==> config.mk <==
export PLATFORM = sky130hd
export DESIGN_NAME = ahb_isp_sys
export DESIGN_NICKNAME = d
export VERILOG_FILES = /design/src/rtl/ahb_isp_sys.sv
export SDC_FILE = /design/constraint.sdc
export NUM_CORES = 1
export LEC_CHECK = 0
export BUFFER_PORTS_ARGS = -buffer_cell sky130_fd_sc_hd__clkbuf_2
export CAP_MARGIN = 20
export CORE_AREA = 2 2 144 146
export CTS_CLUSTER_SIZE = 25
export DETAILED_ROUTE_END_ITERATION = 6
export DIE_AREA = 0 0 146 148
export GPL_TIMING_DRIVEN = 0
export PLACE_DENSITY = 0.77
export SYNTH_ARGS = -nofsm -noshare
export SYNTH_HDL_FRONTEND = slang
export SYNTH_SLANG_ARGS = --single-unit
==> constraint.sdc <==
create_clock -name HCLK -period 4.7 [get_ports HCLK]
set_input_delay 0 -clock HCLK [delete_from_list [all_inputs] [get_ports HCLK]]
set_output_delay 0 -clock HCLK [all_outputs]
set_load 0.05 [all_outputs]
==> src/rtl/ahb_isp_sys.sv <==
`timescale 1ns/1ps
// ahb_isp_sys: AHB-Lite configured Bayer-to-RGB565 pixel path.
// Classifies each incoming Bayer pixel, applies a per-colour white-balance gain,
// keeps the last R/G/B sample and emits packed RGB565 two edges after latching.
module ahb_isp_sys #(
  parameter int unsigned LPF_W  = 10,
  parameter int unsigned FCNT_W = 16
) (
  input  logic              HCLK,
  input  logic              HRESETn,
  input  logic [31:0]       HADDR,
  input  logic [31:0]       HWDATA,
  input  logic              HREADY,
  input  logic              HWRITE,
  input  logic [1:0]        HTRANS,
  input  logic              HSEL,
  input  logic [2:0]        HSIZE,
  output logic [31:0]       HRDATA,
  output logic              HREADYOUT,
  input  logic [15:0]       data_in,
  input  logic              fifo_empty,
  output logic [15:0]       rgb_data_out,
  output logic              DoutEn,
  output logic [FCNT_W-1:0] frames_cnt
);

  localparam logic [2:0] AddrCtrl = 3'd0;
  localparam logic [2:0] AddrWb   = 3'd1;
  localparam logic [2:0] AddrFrm  = 3'd2;
  localparam logic [2:0] AddrCfg  = 3'd3;
  localparam logic [2:0] AddrStat = 3'd4;

  typedef enum logic [1:0] {ColR = 2'd0, ColG = 2'd1, ColB = 2'd2} colour_e;

  // Bus-side state
  logic        addr_acc;
  logic        dph_vld_q, dph_write_q;
  logic [2:0]  dph_addr_q;
  logic        reg_we, frm_clr;

  // Configuration registers
  logic        byp_q, en_q;
  logic [31:0] wb_q, frm_q;
  logic [1:0]  cfg_q;

  // Line / frame tracking
  logic              accept, line_end, frame_end;
  logic              prev_acc_q, prev_acc_d;
  logic              x_q, x_d, y_q, y_d;
  logic [LPF_W-1:0]  line_q, line_d;
  logic [FCNT_W-1:0] frames_q, frames_d;
  logic [LPF_W-1:0]  lpf;
  logic [LPF_W:0]    lpf_eff, line_nxt;

  // Pixel classification
  logic    pix_x, pix_is_g, pix_is_r;
  colour_e pix_col;
  logic [7:0] pix_gain;

  // Pipeline stages
  logic        s1_vld_q, s1_byp_q, s1_fire;
  logic [11:0] s1_raw_q;
  colour_e     s1_col_q;
  logic [7:0]  s1_gain_q;
  logic [19:0] prod;
  logic [15:0] scaled;
  logic [11:0] sat;
  logic        s2_vld_q, s2_byp_q, s2_fire;
  logic [11:0] s2_raw_q;
  logic [11:0] hold_r_q, hold_g_q, hold_b_q;
  logic [15:0] rgb_q, rgb_d;
  logic        dout_en_q;

  logic unused_ok;
  assign unused_ok = ^{HADDR[31:5], HADDR[1:0], HTRANS[0], HSIZE, data_in[3:0]};

  assign addr_acc = HSEL & HREADY & HTRANS[1];

  // Latch address-phase attributes for the following data phase
  always_ff @(posedge HCLK) begin
    if (!HRESETn) begin
      dph_vld_q   <= 1'b0;
      dph_write_q <= 1'b0;
      dph_addr_q  <= 3'd0;
    end else begin
      dph_vld_q <= addr_acc;
      if (addr_acc) begin
        dph_write_q <= HWRITE;
        dph_addr_q  <= HADDR[4:2];
      end
    end
  end

  assign reg_we  = dph_vld_q & dph_write_q;
  assign frm_clr = reg_we & (dph_addr_q == AddrCtrl) & HWDATA[1];

  // Configuration register writes, using HWDATA of the data phase
  always_ff @(posedge HCLK) begin
    if (!HRESETn) begin
      byp_q <= 1'b0;
      en_q  <= 1'b0;
      wb_q  <= 32'd0;
      frm_q <= 32'd0;
      cfg_q <= 2'd0;
    end else if (reg_we) begin
      case (dph_addr_q)
        AddrCtrl: begin
          byp_q <= HWDATA[0];
          en_q  <= HWDATA[2];
        end
        AddrWb:  wb_q  <= HWDATA;
        AddrFrm: frm_q <= HWDATA;
        AddrCfg: cfg_q <= HWDATA[1:0];
        default: ;
      endcase
    end
  end

  // Read mux; only a read data phase drives non-zero data
  always_comb begin
    HRDATA = 32'd0;
    if (dph_vld_q && !dph_write_q) begin
      case (dph_addr_q)
        AddrCtrl: HRDATA = {29'd0, en_q, 1'b0, byp_q};
        AddrWb:   HRDATA = wb_q;
        AddrFrm:  HRDATA = frm_q;
        AddrCfg:  HRDATA = {30'd0, cfg_q};
        AddrStat: HRDATA = 32'(frames_q);
        default:  HRDATA = 32'd0;
      endcase
    end
  end

  assign HREADYOUT = 1'b1;

  assign accept    = en_q & ~fifo_empty;
  assign line_end  = en_q & prev_acc_q & fifo_empty;
  assign lpf       = frm_q[LPF_W-1:0];
  // An LPF field of zero stands for 2**LPF_W lines
  assign lpf_eff   = (lpf == '0) ? {1'b1, {LPF_W{1'b0}}} : {1'b0, lpf};
  assign line_nxt  = {1'b0, line_q} + {{LPF_W{1'b0}}, 1'b1};
  assign frame_end = line_end & (line_nxt == lpf_eff);

  // Next-state for line/column parity, line and frame counters
  always_comb begin
    prev_acc_d = prev_acc_q;
    x_d        = x_q;
    y_d        = y_q;
    line_d     = line_q;
    frames_d   = frames_q;
    if (en_q) begin
      prev_acc_d = ~fifo_empty;
      if (accept) begin
        x_d = ~pix_x;
      end
      if (line_end) begin
        if (frame_end) begin
          line_d   = '0;
          y_d      = 1'b0;
          frames_d = frames_q + {{(FCNT_W-1){1'b0}}, 1'b1};
        end else begin
          line_d = line_nxt[LPF_W-1:0];
          y_d    = ~y_q;
        end
      end
    end
    // A clear coinciding with a frame end takes priority
    if (frm_clr) begin
      frames_d = '0;
    end
  end

  // Tracking state registers
  always_ff @(posedge HCLK) begin
    if (!HRESETn) begin
      prev_acc_q <= 1'b0;
      x_q        <= 1'b0;
      y_q        <= 1'b0;
      line_q     <= '0;
      frames_q   <= '0;
    end else begin
      prev_acc_q <= prev_acc_d;
      x_q        <= x_d;
      y_q        <= y_d;
      line_q     <= line_d;
      frames_q   <= frames_d;
    end
  end

  // First pixel of a line always sits at column parity 0
  assign pix_x    = prev_acc_q & x_q;
  assign pix_is_g = (pix_x ^ y_q) != (cfg_q[0] ^ cfg_q[1]);
  assign pix_is_r = (y_q == cfg_q[1]);

  // Colour classification and gain selection for the incoming pixel
  always_comb begin
    pix_col  = ColB;
    pix_gain = wb_q[23:16];
    if (pix_is_g) begin
      pix_col  = ColG;
      pix_gain = wb_q[15:8];
    end else if (pix_is_r) begin
      pix_col  = ColR;
      pix_gain = wb_q[7:0];
    end
  end

  // Stage 1: capture raw sample with the configuration in force at this edge
  always_ff @(posedge HCLK) begin
    if (!HRESETn) begin
      s1_vld_q  <= 1'b0;
      s1_raw_q  <= 12'd0;
      s1_col_q  <= ColR;
      s1_gain_q <= 8'd0;
      s1_byp_q  <= 1'b0;
    end else begin
      s1_vld_q <= accept;
      if (accept) begin
        s1_raw_q  <= data_in[15:4];
        s1_col_q  <= pix_col;
        s1_gain_q <= pix_gain;
        s1_byp_q  <= byp_q;
      end
    end
  end

  assign s1_fire = s1_vld_q & en_q;
  assign prod    = {8'd0, s1_raw_q} * {12'd0, s1_gain_q};
  assign scaled  = prod[19:4];
  assign sat     = (|scaled[15:12]) ? 12'hFFF : scaled[11:0];

  // Stage 2: gain and saturate into the matching hold register
  always_ff @(posedge HCLK) begin
    if (!HRESETn) begin
      s2_vld_q <= 1'b0;
      s2_byp_q <= 1'b0;
      s2_raw_q <= 12'd0;
      hold_r_q <= 12'd0;
      hold_g_q <= 12'd0;
      hold_b_q <= 12'd0;
    end else begin
      s2_vld_q <= s1_fire;
      if (s1_fire) begin
        s2_byp_q <= s1_byp_q;
        s2_raw_q <= s1_raw_q;
        if (!s1_byp_q) begin
          case (s1_col_q)
            ColR:    hold_r_q <= sat;
            ColG:    hold_g_q <= sat;
            default: hold_b_q <= sat;
          endcase
        end
      end
    end
  end

  assign s2_fire = s2_vld_q & en_q;

  // Output pack: grey replicate in bypass, otherwise the three held colours
  always_comb begin
    rgb_d = rgb_q;
    if (s2_fire) begin
      if (s2_byp_q) begin
        rgb_d = {s2_raw_q[11:7], s2_raw_q[11:6], s2_raw_q[11:7]};
      end else begin
        rgb_d = {hold_r_q[11:7], hold_g_q[11:6], hold_b_q[11:7]};
      end
    end
  end

  // Stage 3: output register, data held between valid pulses
  always_ff @(posedge HCLK) begin
    if (!HRESETn) begin
      rgb_q     <= 16'd0;
      dout_en_q <= 1'b0;
    end else begin
      rgb_q     <= rgb_d;
      dout_en_q <= s2_fire;
    end
  end

  assign rgb_data_out = rgb_q;
  assign DoutEn       = dout_en_q;
  assign frames_cnt   = frames_q;

endmodule

==> impl_metrics.yaml, run 1 <==
status:
  violations: "setup timing"
  status: "finished with violations"
placement:
  place_ws_ns: -0.4490
  gp_congestion: 0.9245
  placedCellCount: 1709
  place.detailed.hpwl_um: 22490
  portBuffers: 118
routing:
  post_drt_wl_per_cell_um: 17.13
  vias_per_cell: 5.710
  finalWirelength_um: 31110
  ant_nets: 0
  dr.pass1.iters: 7
  drc_errors: 0
  first_iter_violations: 912
  vias: 10370
sta:
  tightest_slew_ns: 1.097
  finalClockSkew_ns: 0.01222
  setup_viol: 16
  max-slew-margin-rel: 0.2669
  period_needed_ns: 4.919
  fmaxAchievable_ghz: 0.2033
  rsz0062_at_grt: "true"
  fin_ws_ns: -0.2190
  hold_viol: 0
  fin_crit_sh: 1.047
  drv_slew: 0
synth:
  synthFlopType: "dfxtp_1"
  yosysSeqAreaShare: 0.3196
  synth_top_area_share: 0.3196
  syn_area_um2: 10460
  synth_edf_count: 0
  syn_nets: 1509
  synth-seq-cells: 167
  async_flop_share: 0
  yosysTopAreaCell: "dfxtp_1"
  synth_area_leaders: "dfxtp_1 32%, fa_1 11%, nand2_1 8.1%"
  synth_cells: 1320
  yosysWarnings: 0
  synthDistinctLibCells: 57
  synth.avg_cell_area_um2: 7.924
die:
  io_pins: 157
  dieArea_um2: 21610
  die_x_um: 146
  fp.dieH_um: 148
  design.core.area_um2: 20040
  initial_core_util: 0.5220
  rows: 52
clocking:
  clk_latency_ns: 0.45
  clock_sinks: 167
  cts_tree: "built"
  htree_levels: 4
  cts_made_buffers: 17
  clockBufferDepth: 2
  cts_root_buffer: "clkbuf_16"
  clk_pin_slew_ns: 0.08
final_layout:
  final_common_cell: "nand2_1"
  final_cell_mix: "226 x nand2_1, 151 x dfxtp_1, 130 x a21oi_1, 118 x clkbuf_2, 100 x nor2_1"
  areaGrowthSynthToFinish_pct: 24.64
  multi_input_area_um2: 6638
  final_nets: 1722
  nFillCells: 1711
  final-seq-area_um2: 3366
  postLayoutCoreUtil: 0.6506
  layout-drive-gt1-share: 0.1636
  final_cells: 1816
  diodes: 0
pwr:
  combPwrFrac: 0.043
  pwr_density_cell_nw_per_um2: 232.9
  p_int_w: 0.002252
  peakVddDrop_v: 0.0002889
  p_switching_w: 0.0007848
  clock_power_share: 0.491
  fin_total_pwr_w: 0.003037
  switching_share: 0.2584
  p_leak_nw: 5.350
  seqPwrFrac: 0.466
grt:
  grt_pass1_wl_um: 49620
  grt_pass1_vias: 10020
  groute.usage.overall: 0.2850
  grt_max_degree: 21
  gr-total-overflow: 0
  grt_antenna_before_repair: 0
worst_setup_path:
  cp-end-kind: "flop"
  required_ns: 5.07
  worst_ep_arrival_time_ns: 5.29
  cp-start-kind: "flop"
  crit_path_max_fanout: 7
  worstSetupPathType: "reg2reg"
worst_hold_path:
  hp-class: "in2reg"
run:
  cap_violations: 0
per-stage QoR:
stage | hold slack (ns) | cell area (um2) | setup TNS, ns
floorplan | 0.09904 | 10580 | 0
global placement | 0.2312 | 11510 | -5.231
detailed placement | 0.2317 | 11510 | -6.085
CTS | 0.09051 | 12890 | -2.953
global route | 0.1067 | 13040 | -4.791
finish | 0.08791 | 13040 | -2.798
final cells by class:
| type | instances | area share |
|---|---|---|
| clock buffers | 17 | 0.03263 |
| clock inverters | 15 | 0.01727 |
| repair buffers | 199 | 0.1020 |
| plain buffers | 88 | 0.03474 |
| well taps | 270 | 0.02591 |
| flip-flops and latches | 167 | 0.2582 |
| multi-input cells | 990 | 0.5091 |
| inverters | 70 | 0.02015 |
critical path, stage by stage (launching register included):
cell and delay (ns):
dfxtp_4 0.37, clkbuf_16 0.16, and2_1 0.16, fa_1 0.48
fa_1 0.52, fa_1 0.54, inv_1 0.05, fa_1 0.52
inv_1 0.06, ha_4 0.31, nand2_1 0.09, nor3_1 0.23
nand2_1 0.15, and4_1 0.21, or4_1 0.48, and4_4 0.23
buf_4 0.14, a31oi_1 0.13
power by group through the flow:
stage / Combinational [W] / Clock [W] / Sequential [W]
after floorplan: 0.0000402 / 0 / 0.00145
after global placement: 0.0000923 / 0 / 0.00145
after detailed placement: 0.0000922 / 0 / 0.00145
after CTS: 0.000126 / 0.00150 / 0.00142
after global routing: 0.000138 / 0.00157 / 0.00142
final: 0.000130 / 0.00149 / 0.00142
registers in the layout, indices dropped and copies added, names as in the netlist, 2 cells and up:
| register | cells |
|---|---|
| frames_cnt | 16 |
| wb_q | 32 |
| dph_addr_q | 3 |
| hold_g_q | 6 |
| rgb_data_out | 16 |
| hold_b_q | 5 |
| frm_q | 32 |
| line_q | 10 |
| s2_raw_q | 6 |
| s1_raw_q | 12 |
| s1_gain_q | 8 |
| cfg_q | 2 |
| hold_r_q | 5 |
| s1_col_q | 2 |
what timing repair did:
| action | CTS | global route |
|---|---|---|
| endpoints found under the setup margin | 16 | 16 |
| pin swaps | 19 | 38 |
| cloned | 2 | 0 |
| hold buffers | 52 | 0 |
| gates resized for setup | 27 | 31 |
| endpoints found under the hold margin | 88 | 0 |
| buffers inserted | 16 | 11 |
path summary, 6_finish.rpt:
check                          endpoint  cells past startpoint  slack, ns                       from
max           hold_r_q[11]$_SDFFE_PN0P_                     17      -0.22  s1_gain_q[7]$_SDFFE_PN0P_
min          dph_addr_q[2]$_SDFFE_PN0P_                      4       0.09                  HTRANS[1]
max reg2reg   hold_r_q[11]$_SDFFE_PN0P_                     17      -0.22  s1_gain_q[7]$_SDFFE_PN0P_
min reg2reg      frm_q[11]$_SDFFE_PN0P_                      2       0.46     frm_q[11]$_SDFFE_PN0P_
per-layer routing:
metal / GRT usage / routed length (um) / up-vias
met5: 0 / 0 / -
met3: 0.05741 / 2282 / 93
met2: 0.4981 / 15240 / 452
met4: 0.1262 / 1213 / 0
li1: - / - / 4925
met1: 0.3410 / 12380 / 4900
logic make-up after synthesis:
family | after synthesis | synth area share
and+or+nand+nor | 540 | 0.2439
AOI/OAI and AO/OA | 310 | 0.1761
DFF | 167 | 0.3196
buffers and inverters | 163 | 0.06316
adders and majority gates | 98 | 0.1596
xor gates and xnor gates | 27 | 0.02261
muxes | 14 | 0.01471
other | 1 | 0.0003585
cells in the mapped netlist, types with 17 or more instances:
library cell / n
ha_1: 39
nand3_1: 29
xnor2_1: 17
o21ai_0: 55
nor2_1: 100
and2_1: 83
fa_1: 59
a22oi_1: 30
a21oi_1: 131
nand2b_1: 25
a31oi_1: 33
clkbuf_1: 76
dfxtp_1: 167
nand2_1: 227
inv_1: 70
Power figures use the tool's default switching activity.
==> run 2: changes to the inputs <==
--- a/config.mk
+++ b/config.mk
@@ -7,12 +7,12 @@
 export LEC_CHECK = 0
 export BUFFER_PORTS_ARGS = -buffer_cell sky130_fd_sc_hd__clkbuf_2
 export CAP_MARGIN = 20
-export CORE_AREA = 2 2 144 146
+export CORE_AREA = 2 2 132 134
 export CTS_CLUSTER_SIZE = 25
 export DETAILED_ROUTE_END_ITERATION = 6
-export DIE_AREA = 0 0 146 148
+export DIE_AREA = 0 0 134 136
 export GPL_TIMING_DRIVEN = 0
-export PLACE_DENSITY = 0.77
+export PLACE_DENSITY = 0.86
 export SYNTH_ARGS = -nofsm -noshare
 export SYNTH_HDL_FRONTEND = slang
 export SYNTH_SLANG_ARGS = --single-unit
==> constraint.sdc (replaced) <==
create_clock -name HCLK -period 6.34 [get_ports HCLK]
set_input_delay 0 -clock HCLK [delete_from_list [all_inputs] [get_ports HCLK]]
set_output_delay 0 -clock HCLK [all_outputs]
set_load 0.05 [all_outputs]
==> run 2 against run 1 <==
Compared with the run above:
- register-to-register slack gained 0.92 ns
- sequential share of layout area grew 0.90 points
- critical path depth grew 1
- via count grew 2.2%
- critical path type unchanged
- the run now ends clean
- cell count shrank 3.7%
==> impl_metrics.yaml, run 2 (same netlist as run 1, synthesis figures left out) <==
status:
  status: "completed"
final_layout:
  final-seq-area_um2: 3343
  diodes: 0
  postLayoutCoreUtil: 0.7414
  final_common_cell: "nand2_1"
  multi_input_area_um2: 6456
  final_nets: 1700
  layout-drive-gt1-share: 0.1155
  final_cell_mix: "227 x nand2_1, 167 x dfxtp_1, 131 x a21oi_1, 119 x clkbuf_2, 100 x nor2_1"
  nFillCells: 1246
  top_regs: "frm_q x32, wb_q x32"
  areaGrowthSynthToFinish_pct: 19.62
sta:
  finalClockSkew_ns: 0.01824
  fin_ws_ns: 0.6996
  drv_slew: 0
  tns_ns: 0
  tightest_slew_ns: 0.9429
  fin_crit_sh: 0.8897
  hold_viol: 0
  rsz0062_at_grt: "false"
  period_needed_ns: 5.640
  max-slew-margin-rel: 0.3669
  fmaxAchievable_ghz: 0.1773
  setup_viol: 0
worst_hold_path:
  hp-class: "in2reg"
routing:
  vias_per_cell: 6.060
  ant_nets: 0
  dr.pass1.iters: 7
  finalWirelength_um: 31160
  first_iter_violations: 878
  vias: 10600
  drc_errors: 0
  post_drt_wl_per_cell_um: 17.81
die:
  initial_core_util: 0.6198
  io_pins: 157
  dieArea_um2: 18220
  rows: 48
  die_x_um: 134
  fp.dieH_um: 136
  design.core.area_um2: 16880
clocking:
  ctsResizeCount: 0
  htree_levels: 4
  clk_pin_slew_ns: 0.08
  clk_latency_ns: 0.45
  clock_sinks: 167
  cts_made_buffers: 17
  cts_tree: "built"
  clockBufferDepth: 2
  cts_root_buffer: "clkbuf_16"
grt:
  grt_max_degree: 21
  grt_antenna_before_repair: 0
  grt_pass1_wl_um: 49670
  gr-total-overflow: 0
  use_met3: 0.05556
  top_usage_layer: "met2"
  groute.usage.overall: 0.3428
  use_met1: 0.4009
  grt_pass1_vias: 10230
  use_met2: 0.6054
worst_setup_path:
  cp-end-kind: "flop"
  required_ns: 6.63
  worst-r2r-setup-slack_ns: 0.70
  worst_ep_arrival_time_ns: 5.93
  cp-start-kind: "flop"
  worstSetupPathType: "reg2reg"
  crit_path_max_fanout: 10
placement:
  place_ws_ns: 0.7923
  portBuffers: 118
  place.detailed.hpwl_um: 22150
  gp_congestion: 0.9779
pwr:
  pwr_density_cell_nw_per_um2: 179.2
  fin_total_pwr_w: 0.002242
  p_leak_nw: 5.141
  peakVddDrop_v: 0.0001970
run:
  cap_violations: 0
## run 2: cell types whose count changed in the layout (fill, tap and decap cells not counted), moves of 7 or more
cell / delta
and2_4: -8
buf_4: -27
dfxtp_1: +16
clkbuf_1: +8
and2_1: +8
dfxtp_2: -15
ha_1: +7
ha_4: -7
## run 2: layout make-up
cell class,instances,share of cell area
Multi-Input combinational cell,990,0.5160
Timing Repair Buffer,172,0.09030
Clock buffer,17,0.03400
Buffer,93,0.03180
Tap cell,225,0.02250
Inverter,70,0.02100
Sequential cell,167,0.2672
Clock inverter,15,0.01720
## run 2: metrics by stage
stage | area [um2] | hold WS [ns] | instances
after floorplan | 10460 | 0.09904 | 1320
after global placement | 11330 | 0.2290 | 1663
after detailed placement | 11340 | 0.2362 | 1664
after CTS | 12500 | 0.09333 | 1748
after global routing | 12510 | 0.1576 | 1749
final | 12510 | 0.1097 | 1749
## run 2: worst paths after layout
path,depth (start not counted),start,endpoint
worst min-delay path,4,HTRANS[1],dph_write_q$_SDFFE_PN0P_
worst max-delay path,18,s1_gain_q[7]$_SDFFE_PN0P_,hold_r_q[8]$_SDFFE_PN0P_
worst max register to register,18,s1_gain_q[7]$_SDFFE_PN0P_,hold_r_q[8]$_SDFFE_PN0P_
worst min register to register,2,frm_q[30]$_SDFFE_PN0P_,frm_q[30]$_SDFFE_PN0P_
## run 2: where the power goes
group | switching (W) | internal, W
logic | 0.0000564 | 0.0000410
clock network | 0.000515 | 0.000579
registers | 0.00000151 | 0.00105
total | 0.000573 | 0.00167
## run 2: what timing repair did
| action | 4_1_cts | 5_1_grt |
|---|---|---|
| hold endpoints to repair | 88 | 0 |
| setup buffers | 0 | 0 |
| hold buffers | 52 | 0 |
## run 2: routing by layer
layer	share of wire	wire length, um	up-vias
met5	0	0	-
met4	0.046	1443	0
met3	0.078	2420	119
met2	0.49	15180	611
met1	0.39	12110	4990
li1	-	-	4879
## run 2: critical path, stage by stage, from the launching register on
cell and delay [ns]:
dfxtp_1 0.45, clkbuf_1 0.39, and2_1 0.23, fa_1 0.42, fa_1 0.53, fa_1 0.55
inv_1 0.06, fa_1 0.54, inv_1 0.04, ha_1 0.37, a21oi_1 0.25, o21ai_0 0.19
a41oi_1 0.37, o311ai_1 0.22, o311ai_0 0.28, and4_1 0.24, buf_6 0.14, buf_6 0.14
a31oi_1 0.08
==> run 3: changes to the inputs <==
==> config.mk (replaced) <==
export PLATFORM = sky130hd
export DESIGN_NAME = ahb_isp_sys
export DESIGN_NICKNAME = d
export VERILOG_FILES = /design/src/rtl/ahb_isp_sys.sv
export SDC_FILE = /design/constraint.sdc
export NUM_CORES = 1
export LEC_CHECK = 0
export ABC_AREA = 1
export BUFFER_PORTS_ARGS = -buffer_cell sky130_fd_sc_hd__clkbuf_2
export CAP_MARGIN = 20
export CORE_AREA = 10 10 143 145
export CTS_CLUSTER_SIZE = 25
export DETAILED_ROUTE_END_ITERATION = 6
export DIE_AREA = 0 0 153 155
export GPL_TIMING_DRIVEN = 0
export PLACE_DENSITY = 0.85
export SYNTH_ARGS = -nofsm -noshare
export SYNTH_HDL_FRONTEND = slang
export SYNTH_SLANG_ARGS = --single-unit
==> run 3 against run 2 <==
Compared with the run above:
- synthesized cell count is 18% higher
- register-to-register slack improved by 0.37 ns
- first-iteration DRC count grew 34%
- critical endpoint is now hold_g_q[8]$_SDFFE_PN0P_
- critical path type unchanged
- utilization is 1.7 points lower
- cell count grew 13%
- combinational power up 4%
==> impl_metrics.yaml, run 3 <==
synth:
  synth_edf_count: 0
  synth_cells: 1551
  syn_area_um2: 10810
  synth-seq-cells: 167
  synthFlopType: "dfxtp_1"
  async_flop_share: 0
  syn_nets: 1740
  synth_top_area_share: 0.3092
  yosysWarnings: 0
  synth_commonest_cells: "311 x nand2_1, 253 x inv_1, 208 x nor2_1, 167 x dfxtp_1, 125 x o21ai_0"
  yosysSeqAreaShare: 0.3092
  synth_area_leaders: "dfxtp_1 31%, fa_1 11%, nand2_1 11%"
  synth.avg_cell_area_um2: 6.972
  synthDistinctLibCells: 47
  synth_most_common_cell: "nand2_1"
  yosysTopAreaCell: "dfxtp_1"
sta:
  setup_viol: 0
  rsz0062_at_grt: "false"
  max-slew-margin-rel: 0.5396
  fin_hold_ws_ns: 0.06012
  finalClockSkew_ns: 0.01125
  period_needed_ns: 5.269
  hold_viol: 0
  tightest_slew_ns: 0.6868
  drv_slew: 0
  fmaxAchievable_ghz: 0.1898
  fin_crit_sh: 0.8311
  tns_ns: 0
  fin_ws_ns: 1.071
final_layout:
  final_common_cell: "nand2_1"
  final_cells: 1979
  final_cell_mix: "311 x nand2_1, 253 x inv_1, 208 x nor2_1, 167 x dfxtp_1, 125 x o21ai_0"
  top_regs: "frm_q x32, wb_q x32"
  layout-drive-gt1-share: 0.1086
  fin_area_um2: 12780
  areaGrowthSynthToFinish_pct: 18.24
  final_nets: 1925
die:
  rows: 49
  initial_core_util: 0.6124
  dieArea_um2: 23720
  design.core.area_um2: 17660
  io_pins: 157
  die_x_um: 153
  fp.dieH_um: 155
placement:
  place_ws_ns: 1.213
  place.detailed.hpwl_um: 24090
  portBuffers: 118
  post_dp_cell_area_um2: 11690
  gp_congestion: 0.9722
  placedCellCount: 1898
routing:
  ant_nets: 0
  dr.pass1.iters: 7
  post_drt_wl_per_cell_um: 16.62
  vias_per_cell: 5.633
  drc_errors: 0
  vias: 11150
  first_iter_violations: 1179
  finalWirelength_um: 32900
clocking:
  clockBufferDepth: 2
  cts_setup_buffers: 0
  clk_pin_slew_ns: 0.07
  cts_root_buffer: "clkbuf_16"
  clk_latency_ns: 0.44
  htree_levels: 4
  cts_tree: "built"
  cts_made_buffers: 17
  clock_sinks: 167
pwr:
  pwr_density_cell_nw_per_um2: 173.9
  p_leak_nw: 6.565
  peakVddDrop_v: 0.0002579
worst_setup_path:
  cp-start-kind: "flop"
  worstSetupPathType: "reg2reg"
  cp-end-kind: "flop"
  crit_path_max_fanout: 10
  worst_ep_arrival_time_ns: 5.61
  required_ns: 6.68
worst_hold_path:
  hp-class: "in2reg"
grt:
  grt_pass1_vias: 10940
  gr-total-overflow: 0
  grt_pass1_wl_um: 53990
  grt_max_degree: 19
  grt_antenna_before_repair: 1
  groute.usage.overall: 0.2713
run:
  cap_violations: 0
status:
  status: "completed"
run 3: cell types whose count changed in the layout (fill, tap and decap cells not counted), sizes merged, moves of 12 or more:
| cell | before | now |
|---|---|---|
| mux2i | 12 | 0 |
| nand2b | 25 | 0 |
| o21ai | 57 | 126 |
| nand3 | 30 | 53 |
| xnor2 | 17 | 5 |
| inv | 77 | 267 |
| xor2 | 10 | 27 |
| nor2 | 101 | 215 |
| nand2 | 227 | 318 |
| clkbuf | 213 | 199 |
| a22oi | 30 | 0 |
| a31oi | 33 | 3 |
| nand4 | 11 | 23 |
| and2 | 83 | 1 |
run 3: per-stage QoR:
stage               power (W)  utilization
finish               0.002223       0.7241
global route         0.002275       0.7241
detailed placement   0.001150       0.6621
global placement     0.001149       0.6621
CTS                  0.002221       0.7239
floorplan            0.001111            -
run 3: path summary, 6_finish.rpt:
kind	to	slack (ns)	from	cells past startpoint
worst max register to register	hold_g_q[8]$_SDFFE_PN0P_	1.07	s1_gain_q[5]$_SDFFE_PN0P_	23
worst min-delay path	dph_vld_q$_SDFF_PN0_	0.06	HREADY	3
worst min register to register	rgb_data_out[10]$_SDFFE_PN0P_	0.47	hold_g_q[11]$_SDFFE_PN0P_	2
worst max-delay path	hold_g_q[8]$_SDFFE_PN0P_	1.07	s1_gain_q[5]$_SDFFE_PN0P_	23
run 3: cell families after synthesis:
family                     count (synthesis)  synth area share
and+or+nand+nor                          634            0.2472
other                                      1         0.0003468
adders and majority gates                 98            0.1544
buffers and inverters                    336            0.1209
xor gates and xnor gates                  32           0.02661
DFF                                      167            0.3092
AOI/OAI and AO/OA                        283            0.1414
run 3: area by class of cell:
class,count,area [um2]
inverters,260,975.9
multi-input cells,1048,6162
fillers,1356,4872
diodes,1,2.502
well taps,229,286.5
flip-flops and latches,167,3343
plain buffers,76,331.6
clock buffers,18,439.2
repair buffers,166,1071
clock inverters,14,172.7
run 3: routing by layer:
layer  vias up  track usage  wire length, um
met4         0       0.1331             1399
met2       623       0.4444            15260
li1       5250            -                -
met3       123      0.04825             3086
met1      5152       0.3392            13150
met5         -            0                0
run 3: power breakdown:
part | internal, W | switching [W]
Sequential | 0.00105 | 0.00000254
Clock | 0.000576 | 0.000493
Combinational | 0.0000410 | 0.0000601
Total | 0.00167 | 0.000556
run 3: critical path: stages, from the launching register on:
cell	delay, ns
dfxtp_1	0.44
clkbuf_1	0.47
nand2_1	0.09
inv_1	0.09
fa_1	0.43
fa_1	0.54
fa_1	0.55
inv_1	0.05
fa_1	0.52
inv_1	0.04
ha_1	0.35
a21oi_1	0.26
inv_1	0.07
a31oi_1	0.24
nand2_1	0.13
nand2_1	0.09
nand2_1	0.05
nand2_1	0.05
nand3_1	0.10
nor2_4	0.21
buf_6	0.17
nand3_1	0.09
nand2_1	0.08
inv_1	0.04
run 3: repair_timing:
action	in CTS	in global routing
hold buffers	48	0
endpoints found under the hold margin	84	0
resized for setup	0	0
